## config.mk

```make
export PLATFORM = sky130hd
export DESIGN_NAME = mips_fetch_mem_unit_flat
export DESIGN_NICKNAME = d
export VERILOG_FILES = /design/src/rtl/mips_fetch_mem_unit_if.sv /design/src/rtl/mips_fetch_mem_unit.sv /design/src/flat_wrapper.sv
export SDC_FILE = /design/constraint.sdc
export NUM_CORES = 1
export LEC_CHECK = 0
export CELL_PAD_IN_SITES_DETAIL_PLACEMENT = 1
export CELL_PAD_IN_SITES_GLOBAL_PLACEMENT = 2
export CORE_MARGIN = 2
export CORE_UTILIZATION = 29
export CTS_BUF_LIST = sky130_fd_sc_hd__clkbuf_2 sky130_fd_sc_hd__clkbuf_4 sky130_fd_sc_hd__clkbuf_8
export CTS_CLUSTER_DIAMETER = 100
export DETAILED_ROUTE_END_ITERATION = 8
export PLACE_DENSITY_LB_ADDON = 0.12
export SYNTH_ARGS = -nofsm -noshare
export SYNTH_HDL_FRONTEND = slang
export SYNTH_SLANG_ARGS = --single-unit
```

## constraint.sdc

```tcl
create_clock -name CLK -period 4.3 [get_ports CLK]
set_clock_uncertainty 0.05 [all_clocks]
set_input_delay 0.43 -clock CLK [delete_from_list [all_inputs] [get_ports CLK]]
set_output_delay 0.43 -clock CLK [all_outputs]
set_load 0.005 [all_outputs]
```

## src/rtl/mips_fetch_mem_unit_if.sv

```systemverilog
// Memory bus between the fetch/mem unit (master) and the memory system (slave).
interface mips_fetch_mem_unit_if #(
    parameter int ADDR_W = 32,
    parameter int DATA_W = 32
);
    // Handshake: the master raises mem_req with mem_we/mem_addr/mem_wdata and holds them
    // stable until the slave returns a single-cycle mem_ack; read data is valid only with mem_ack.
    logic              mem_req;
    logic              mem_we;
    logic [ADDR_W-1:0] mem_addr;
    logic [DATA_W-1:0] mem_wdata;
    logic [DATA_W-1:0] mem_rdata;
    logic              mem_ack;

    modport master (
        output mem_req, mem_we, mem_addr, mem_wdata,
        input  mem_rdata, mem_ack
    );

    modport slave (
        input  mem_req, mem_we, mem_addr, mem_wdata,
        output mem_rdata, mem_ack
    );
endinterface

```

## src/rtl/mips_fetch_mem_unit.sv

```systemverilog
// Multicycle MIPS front end: PC/IR/MDR and the req/ack memory sequencer that stalls the controller.
// Optional macro MEM_TIMEOUT_EN aborts an access after MEM_TIMEOUT cycles without ack.
module mips_fetch_mem_unit #(
    parameter int                ADDR_W      = 32,
    parameter int                DATA_W      = 32,
    parameter logic [ADDR_W-1:0] RESET_PC    = '0,
    parameter int                MEM_TIMEOUT = 15
) (
    input  logic                CLK,
    input  logic                RST_N,
    input  logic                MemRead,
    input  logic                MemWrite,
    input  logic                IorD,
    input  logic                IRWrite,
    input  logic                PCWrite,
    input  logic                PCWriteCond,
    input  logic [1:0]          PCSource,
    input  logic                Zero,
    input  logic [ADDR_W-1:0]   ALUResult,
    input  logic [ADDR_W-1:0]   ALUOut,
    input  logic [DATA_W-1:0]   B,
    mips_fetch_mem_unit_if.master mem,
    output logic                Stall,
    output logic                mem_err,
    output logic [ADDR_W-1:0]   PC,
    output logic [DATA_W-1:0]   IR,
    output logic [DATA_W-1:0]   MDR,
    output logic [5:0]          Op,
    output logic [5:0]          Funct,
    output logic [1:0]          dbg_state_o
);

    typedef enum logic [1:0] {
        ST_IDLE = 2'd0,
        ST_WAIT = 2'd1,
        ST_DONE = 2'd2
    } state_t;

    state_t            state_q;
    logic [ADDR_W-1:0] pc_q;
    logic [DATA_W-1:0] ir_q;
    logic [DATA_W-1:0] mdr_q;
    logic              req_q;
    logic              we_q;
    logic [ADDR_W-1:0] addr_q;
    logic [DATA_W-1:0] wdata_q;
    logic              irw_q;
    logic              err_q;

`ifdef MEM_TIMEOUT_EN
    localparam int TO_W = ($clog2(MEM_TIMEOUT + 1) > 4) ? $clog2(MEM_TIMEOUT + 1) : 4;
    logic [TO_W-1:0] to_cnt_q;
`endif

    logic              access;
    logic              conflict;
    logic [ADDR_W-1:0] addr_sel;
    logic              misaligned;
    logic              pc_load;
    logic [ADDR_W-1:0] pc_d;

    assign access     = MemRead | MemWrite;
    assign conflict   = MemRead & MemWrite;
    assign addr_sel   = IorD ? ALUOut : pc_q;
    assign misaligned = (addr_sel[1:0] != 2'b00);

    assign Stall   = ((state_q == ST_IDLE) & access) | (state_q == ST_WAIT);
    assign pc_load = ~Stall & (PCWrite | (PCWriteCond & Zero));

    always_comb begin
        pc_d = pc_q;
        case (PCSource)
            2'd0:    pc_d = ALUResult;
            2'd1:    pc_d = ALUOut;
            2'd2:    pc_d = {pc_q[ADDR_W-1:28], ir_q[25:0], 2'b00};
            default: pc_d = pc_q;
        endcase
    end

    always_ff @(posedge CLK or negedge RST_N) begin
        if (!RST_N) begin
            state_q  <= ST_IDLE;
            pc_q     <= RESET_PC;
            ir_q     <= '0;
            mdr_q    <= '0;
            req_q    <= 1'b0;
            we_q     <= 1'b0;
            addr_q   <= '0;
            wdata_q  <= '0;
            irw_q    <= 1'b0;
            err_q    <= 1'b0;
`ifdef MEM_TIMEOUT_EN
            to_cnt_q <= '0;
`endif
        end else begin
            err_q <= 1'b0;
            if (pc_load) begin
                pc_q <= pc_d;
            end
            case (state_q)
                ST_IDLE: begin
                    if (access) begin
                        // A misaligned address never reaches the bus; the error still releases the controller via DONE.
                        if (misaligned) begin
                            err_q   <= 1'b1;
                            state_q <= ST_DONE;
                        end else begin
                            req_q    <= 1'b1;
                            we_q     <= MemWrite;
                            addr_q   <= addr_sel;
                            wdata_q  <= B;
                            irw_q    <= IRWrite;
                            err_q    <= conflict;
                            state_q  <= ST_WAIT;
`ifdef MEM_TIMEOUT_EN
                            to_cnt_q <= '0;
`endif
                        end
                    end
                end
                ST_WAIT: begin
                    if (mem.mem_ack) begin
                        req_q   <= 1'b0;
                        state_q <= ST_DONE;
                        if (!we_q) begin
                            mdr_q <= mem.mem_rdata;
                            if (irw_q) begin
                                ir_q <= mem.mem_rdata;
                            end
                        end
`ifdef MEM_TIMEOUT_EN
                    end else if (to_cnt_q == TO_W'(MEM_TIMEOUT - 1)) begin
                        req_q   <= 1'b0;
                        err_q   <= 1'b1;
                        state_q <= ST_DONE;
                    end else begin
                        to_cnt_q <= to_cnt_q + 1'b1;
`endif
                    end
                end
                ST_DONE: begin
                    state_q <= ST_IDLE;
                end
                default: begin
                    state_q <= ST_IDLE;
                end
            endcase
        end
    end

    assign mem.mem_req   = req_q;
    assign mem.mem_we    = we_q;
    assign mem.mem_addr  = addr_q;
    assign mem.mem_wdata = wdata_q;

    assign mem_err     = err_q;
    assign PC          = pc_q;
    assign IR          = ir_q;
    assign MDR         = mdr_q;
    assign Op          = ir_q[31:26];
    assign Funct       = ir_q[5:0];
    assign dbg_state_o = state_q;

endmodule

```

## src/flat_wrapper.sv

```systemverilog
// flat-port wrapper written by rule: the top's interface ports become plain ports
module mips_fetch_mem_unit_flat 
#(
    parameter int                ADDR_W      = 32,
    parameter int                DATA_W      = 32,
    parameter logic [ADDR_W-1:0] RESET_PC    = '0,
    parameter int                MEM_TIMEOUT = 15
)
  (CLK, RST_N, MemRead, MemWrite, IorD, IRWrite, PCWrite, PCWriteCond, PCSource, Zero, ALUResult, ALUOut, B, Stall, mem_err, PC, IR, MDR, Op, Funct, dbg_state_o, mem_mem_req, mem_mem_we, mem_mem_addr, mem_mem_wdata, mem_mem_rdata, mem_mem_ack);
  mips_fetch_mem_unit_if #(.ADDR_W(ADDR_W), .DATA_W(DATA_W)) mem_i ();
  input  logic CLK;
  input  logic RST_N;
  input  logic MemRead;
  input  logic MemWrite;
  input  logic IorD;
  input  logic IRWrite;
  input  logic PCWrite;
  input  logic PCWriteCond;
  input  logic [1:0] PCSource;
  input  logic Zero;
  input  logic [ADDR_W-1:0] ALUResult;
  input  logic [ADDR_W-1:0] ALUOut;
  input  logic [DATA_W-1:0] B;
  output logic Stall;
  output logic mem_err;
  output logic [ADDR_W-1:0] PC;
  output logic [DATA_W-1:0] IR;
  output logic [DATA_W-1:0] MDR;
  output logic [5:0] Op;
  output logic [5:0] Funct;
  output logic [1:0] dbg_state_o;
  output wire logic [$bits(mem_i.mem_req)-1:0] mem_mem_req;
  output wire logic [$bits(mem_i.mem_we)-1:0] mem_mem_we;
  output wire logic [$bits(mem_i.mem_addr)-1:0] mem_mem_addr;
  output wire logic [$bits(mem_i.mem_wdata)-1:0] mem_mem_wdata;
  input wire logic [$bits(mem_i.mem_rdata)-1:0] mem_mem_rdata;
  input wire logic [$bits(mem_i.mem_ack)-1:0] mem_mem_ack;
  assign mem_mem_req = mem_i.mem_req;
  assign mem_mem_we = mem_i.mem_we;
  assign mem_mem_addr = mem_i.mem_addr;
  assign mem_mem_wdata = mem_i.mem_wdata;
  assign mem_i.mem_rdata = mem_mem_rdata;
  assign mem_i.mem_ack = mem_mem_ack;
  mips_fetch_mem_unit #(.ADDR_W(ADDR_W), .DATA_W(DATA_W), .RESET_PC(RESET_PC), .MEM_TIMEOUT(MEM_TIMEOUT)) u_core (.CLK(CLK), .RST_N(RST_N), .MemRead(MemRead), .MemWrite(MemWrite), .IorD(IorD), .IRWrite(IRWrite), .PCWrite(PCWrite), .PCWriteCond(PCWriteCond), .PCSource(PCSource), .Zero(Zero), .ALUResult(ALUResult), .ALUOut(ALUOut), .B(B), .mem(mem_i), .Stall(Stall), .mem_err(mem_err), .PC(PC), .IR(IR), .MDR(MDR), .Op(Op), .Funct(Funct), .dbg_state_o(dbg_state_o));
endmodule
```

==> results by group <==
CTS
  – Clk sinks: 166
  – Cts bufs inserted: 17
  – Hold buffers post-CTS: 0
  – Clk_lat worst skew: 450 ps
  – CTS tree: yes
  – H-tree lvl count: 4
  – # Post-CTS Setup Buffers: 0
  – Cts repair resizes: 0
  – Root buffer cell: clkbuf_8
  – Clk slew on worst S/H paths: 100 ps
  – Worst-case clock buffer depth: 2

Layout
  – Area of the multi-input gates: 2950 sq um
  – Share of cells above drive strength 1: 0.164
  – Final Net Count: 1,028
  – Fillers: 2,691
  – FF/Latch Area: approximately 4200 sq um
  – Area growth from synthesis to layout: 49.8%

Logic synthesis
  – Synth unique cells: 34
  – Post-synth net total: 738
  – YS warnings: 0
  – EDFF count, synth: 0
  – Avg Cell Area, Syn: 12.5 sq um
  – Most common cell in the netlist: dfrtp_1
  – Synth top cells by count: dfrtp_1, nand2_1, o21ai_0, mux2_4, mux2_2
  – Async S/R FF share, synth: 1.00
  – Post-synth top area share: 0.558
  – Biggest area consumer among synthesized cells: dfrtp_1
  – Register area share after synthesis: 0.558
  – Post-Syn Instances: 594
  – Synth Register Bits: ~170
  – Top FF cell, synth: dfrtp_1
  – Synth Cell Area: 7450 sq um
  – Synth area leaders: dfrtp_1, mux2_4, o21ai_0, mux2_2, nand2_1

Floorplan
  – Core area: 25,200 sq um
  – Die Width: 164 um
  – Die Ht: between 150 and 200 um
  – Row count: 58
  – Area of the die: ~27,000 sq um
  – I/O pin count: 318
  – Starting Density: 0.296

Setup path
  – CP max-delay cell: ha_2
  – WP data arrival: 2760 ps
  – CP peak stage delay: 1050 ps
  – Worst EP required: 4610 ps
  – Crit path cell chain: clkdlybuf4s50_1, inv_1, ha_2, and2_1, a21oi_1, o21ai_0
  – Worst Setup Start Kind: primary input
  – Critical Path End Type: flop
  – Setup slack, reg-to-reg: 2060 ps
  – Reg2Reg Capture Point: u_core.IR[12]
  – FF-to-FF path depth: 4
  – Crit Path Category: primary input to flop
  – Worst Path Max Fanout: 59
  – Reg2reg start: u_core.dbg_state_o[1]

Detailed routing
  – Vias per inst: 4.64
  – Wire length on met2: 12.1 mm
  – DR top layer: met4
  – Final wirelength: 24.5 mm
  – Initial DRC Count: between 200 and 300
  – DRT Pass-1 Iters: 4
  – Routed length per placed instance: 20.0 um
  – Met3 WL: 2.21 mm
  – Met1 WL: 9.90 mm
  – DR DRC count: 0
  – DR vias: between 5,000 and 6,000
  – Antenna-violating nets left: 0

STA
  – Final Hold Viols: 2
  – Min Tclk post-route: 2450 ps
  – Worst-margin pin slew: 1070 ps
  – Final worst path period share: 0.571
  – Slew HR: 0.288
  – Final setup violation count: 0
  – Unrepaired setup endpoints after global routing: false
  – Final Slew Violations: 0
  – Achievable Freq: between 0.4 and 0.5 GHz
  – TNS Setup: 0 ps
  – Worst Slack Setup Final: 1850 ps
  – Tightest hold margin: -2.36 ps

Placed design
  – Hpwl dp: 17.5 mm
  – DP Worst Slack: 1340 ps
  – Port bufs: 317
  – Placer Congestion: 0.741

Run status
  – Status: finished with violations
  – Failing checks: negative hold slack

Power
  – Pwr per Cell Area: 658 nW/um^2
  – Worst vdd ir: 266 uV
  – Static Leakage: approximately 4.9 nW

Global route
  – Total grt overflow: 0
  – Initial antenna violation count: 1
  – GRT Util Overall: 0.182
  – First-pass GRT wire length: 37.3 mm
  – Pin count of the biggest net entering global routing: 100
  – Vias in the first global route: 6,334

Run
  – Max cap viols: 0

Min path
  – Hold crit path type: primary input to async pin
==> sequential cells by signal (all words and copies together), names as in the netlist <==
register	cells
u_core.PC	32
u_core.irw_q	1
u_core.mem.mem_req	1
u_core.dbg_state_o	2
u_core.IR	32
u_core.mem.mem_wdata	32
u_core.mem_err	1
u_core.mem.mem_we	1
u_core.MDR	32
u_core.mem.mem_addr	32
==> where the power goes <==
group          total, mW  switching [mW]  internal, mW
Combinational       3.33            1.11          2.22
Clock               1.16           0.625         0.539
Sequential          2.85           0.545          2.30
Total               7.34            2.28          5.07
==> stage by stage <==
step                      total power [mW]  cells  utilization  hold slack [ps]  cell area (sq um)
after CTS                             7.49   1226        0.443             43.7              11200
after detailed placement              6.27   1195        0.427              423              10800
after global placement                6.17   1195        0.427              413              10800
after floorplan                       4.17    594            -             84.4               7450
after global routing                  7.86   1227        0.443             57.1              11200
final                                 7.34   1227        0.443            -2.36              11200
==> layout by cell type (no fill, tap or decap), types with 4 or more instances in the layout <==
cell,n
a21oi_1,6
a22oi_1,26
buf_4,5
clkbuf_8,17
clkdlybuf4s50_1,315
dfrtp_1,166
mux2_2,34
mux2_4,62
mux2i_1,30
nand2_1,92
nor2_1,4
nor2b_1,6
o21ai_0,80
o21ai_1,9
==> cell type report <==
class | count | area share
inverters | 3 | 0.00101
multi-input cells | 373 | 0.265
diodes | 1 | 0.000224
well taps | 330 | 0.0370
repair buffers | 323 | 0.289
clock buffers | 19 | 0.0223
clock inverters | 12 | 0.0131
flip-flops and latches | 166 | 0.372
==> metal layers <==
layer  global-route usage  up-vias
li1                     -     2639
met1                0.219     2836
met2                0.312      206
met3               0.0667       13
met4               0.0387        0
met5                    0        -
==> worst max-delay path: cells and delay by family <==
family	cells	cell delay, ps
AO/OA/AOI/OAI	2	280
adder cells (fa/ha/maj)	1	1050
buffers and inverters	2	600
AND/OR/NAND/NOR	1	380
==> logic make-up (layout without fill, tap and decap cells) <==
group,count (synthesis),count (layout),synth area share
other,0,1,0
multiplexers,128,128,0.220
flip-flops,166,166,0.558
adder cells (fa/ha/maj),4,4,0.00672
AO/OA/AOI/OAI,128,128,0.101
buffers and inverters,55,357,0.0464
AND/OR/NAND/NOR,113,113,0.0686
==> worst max-delay path by stage <==
stage                    endpoint  cells past startpoint  slack, ps   startpoint
CTS                  u_core.PC[1]                      6       1830  PCSource[1]
global route         u_core.PC[1]                      6       1700  PCSource[1]
floorplan            u_core.PC[8]                      7       2580  PCSource[0]
global placement    u_core.PC[28]                      6       1520  PCSource[1]
finish               u_core.PC[1]                      6       1850  PCSource[1]
detailed placement   u_core.PC[1]                      6       1340  PCSource[1]
(Power assumes the default switching activity.)
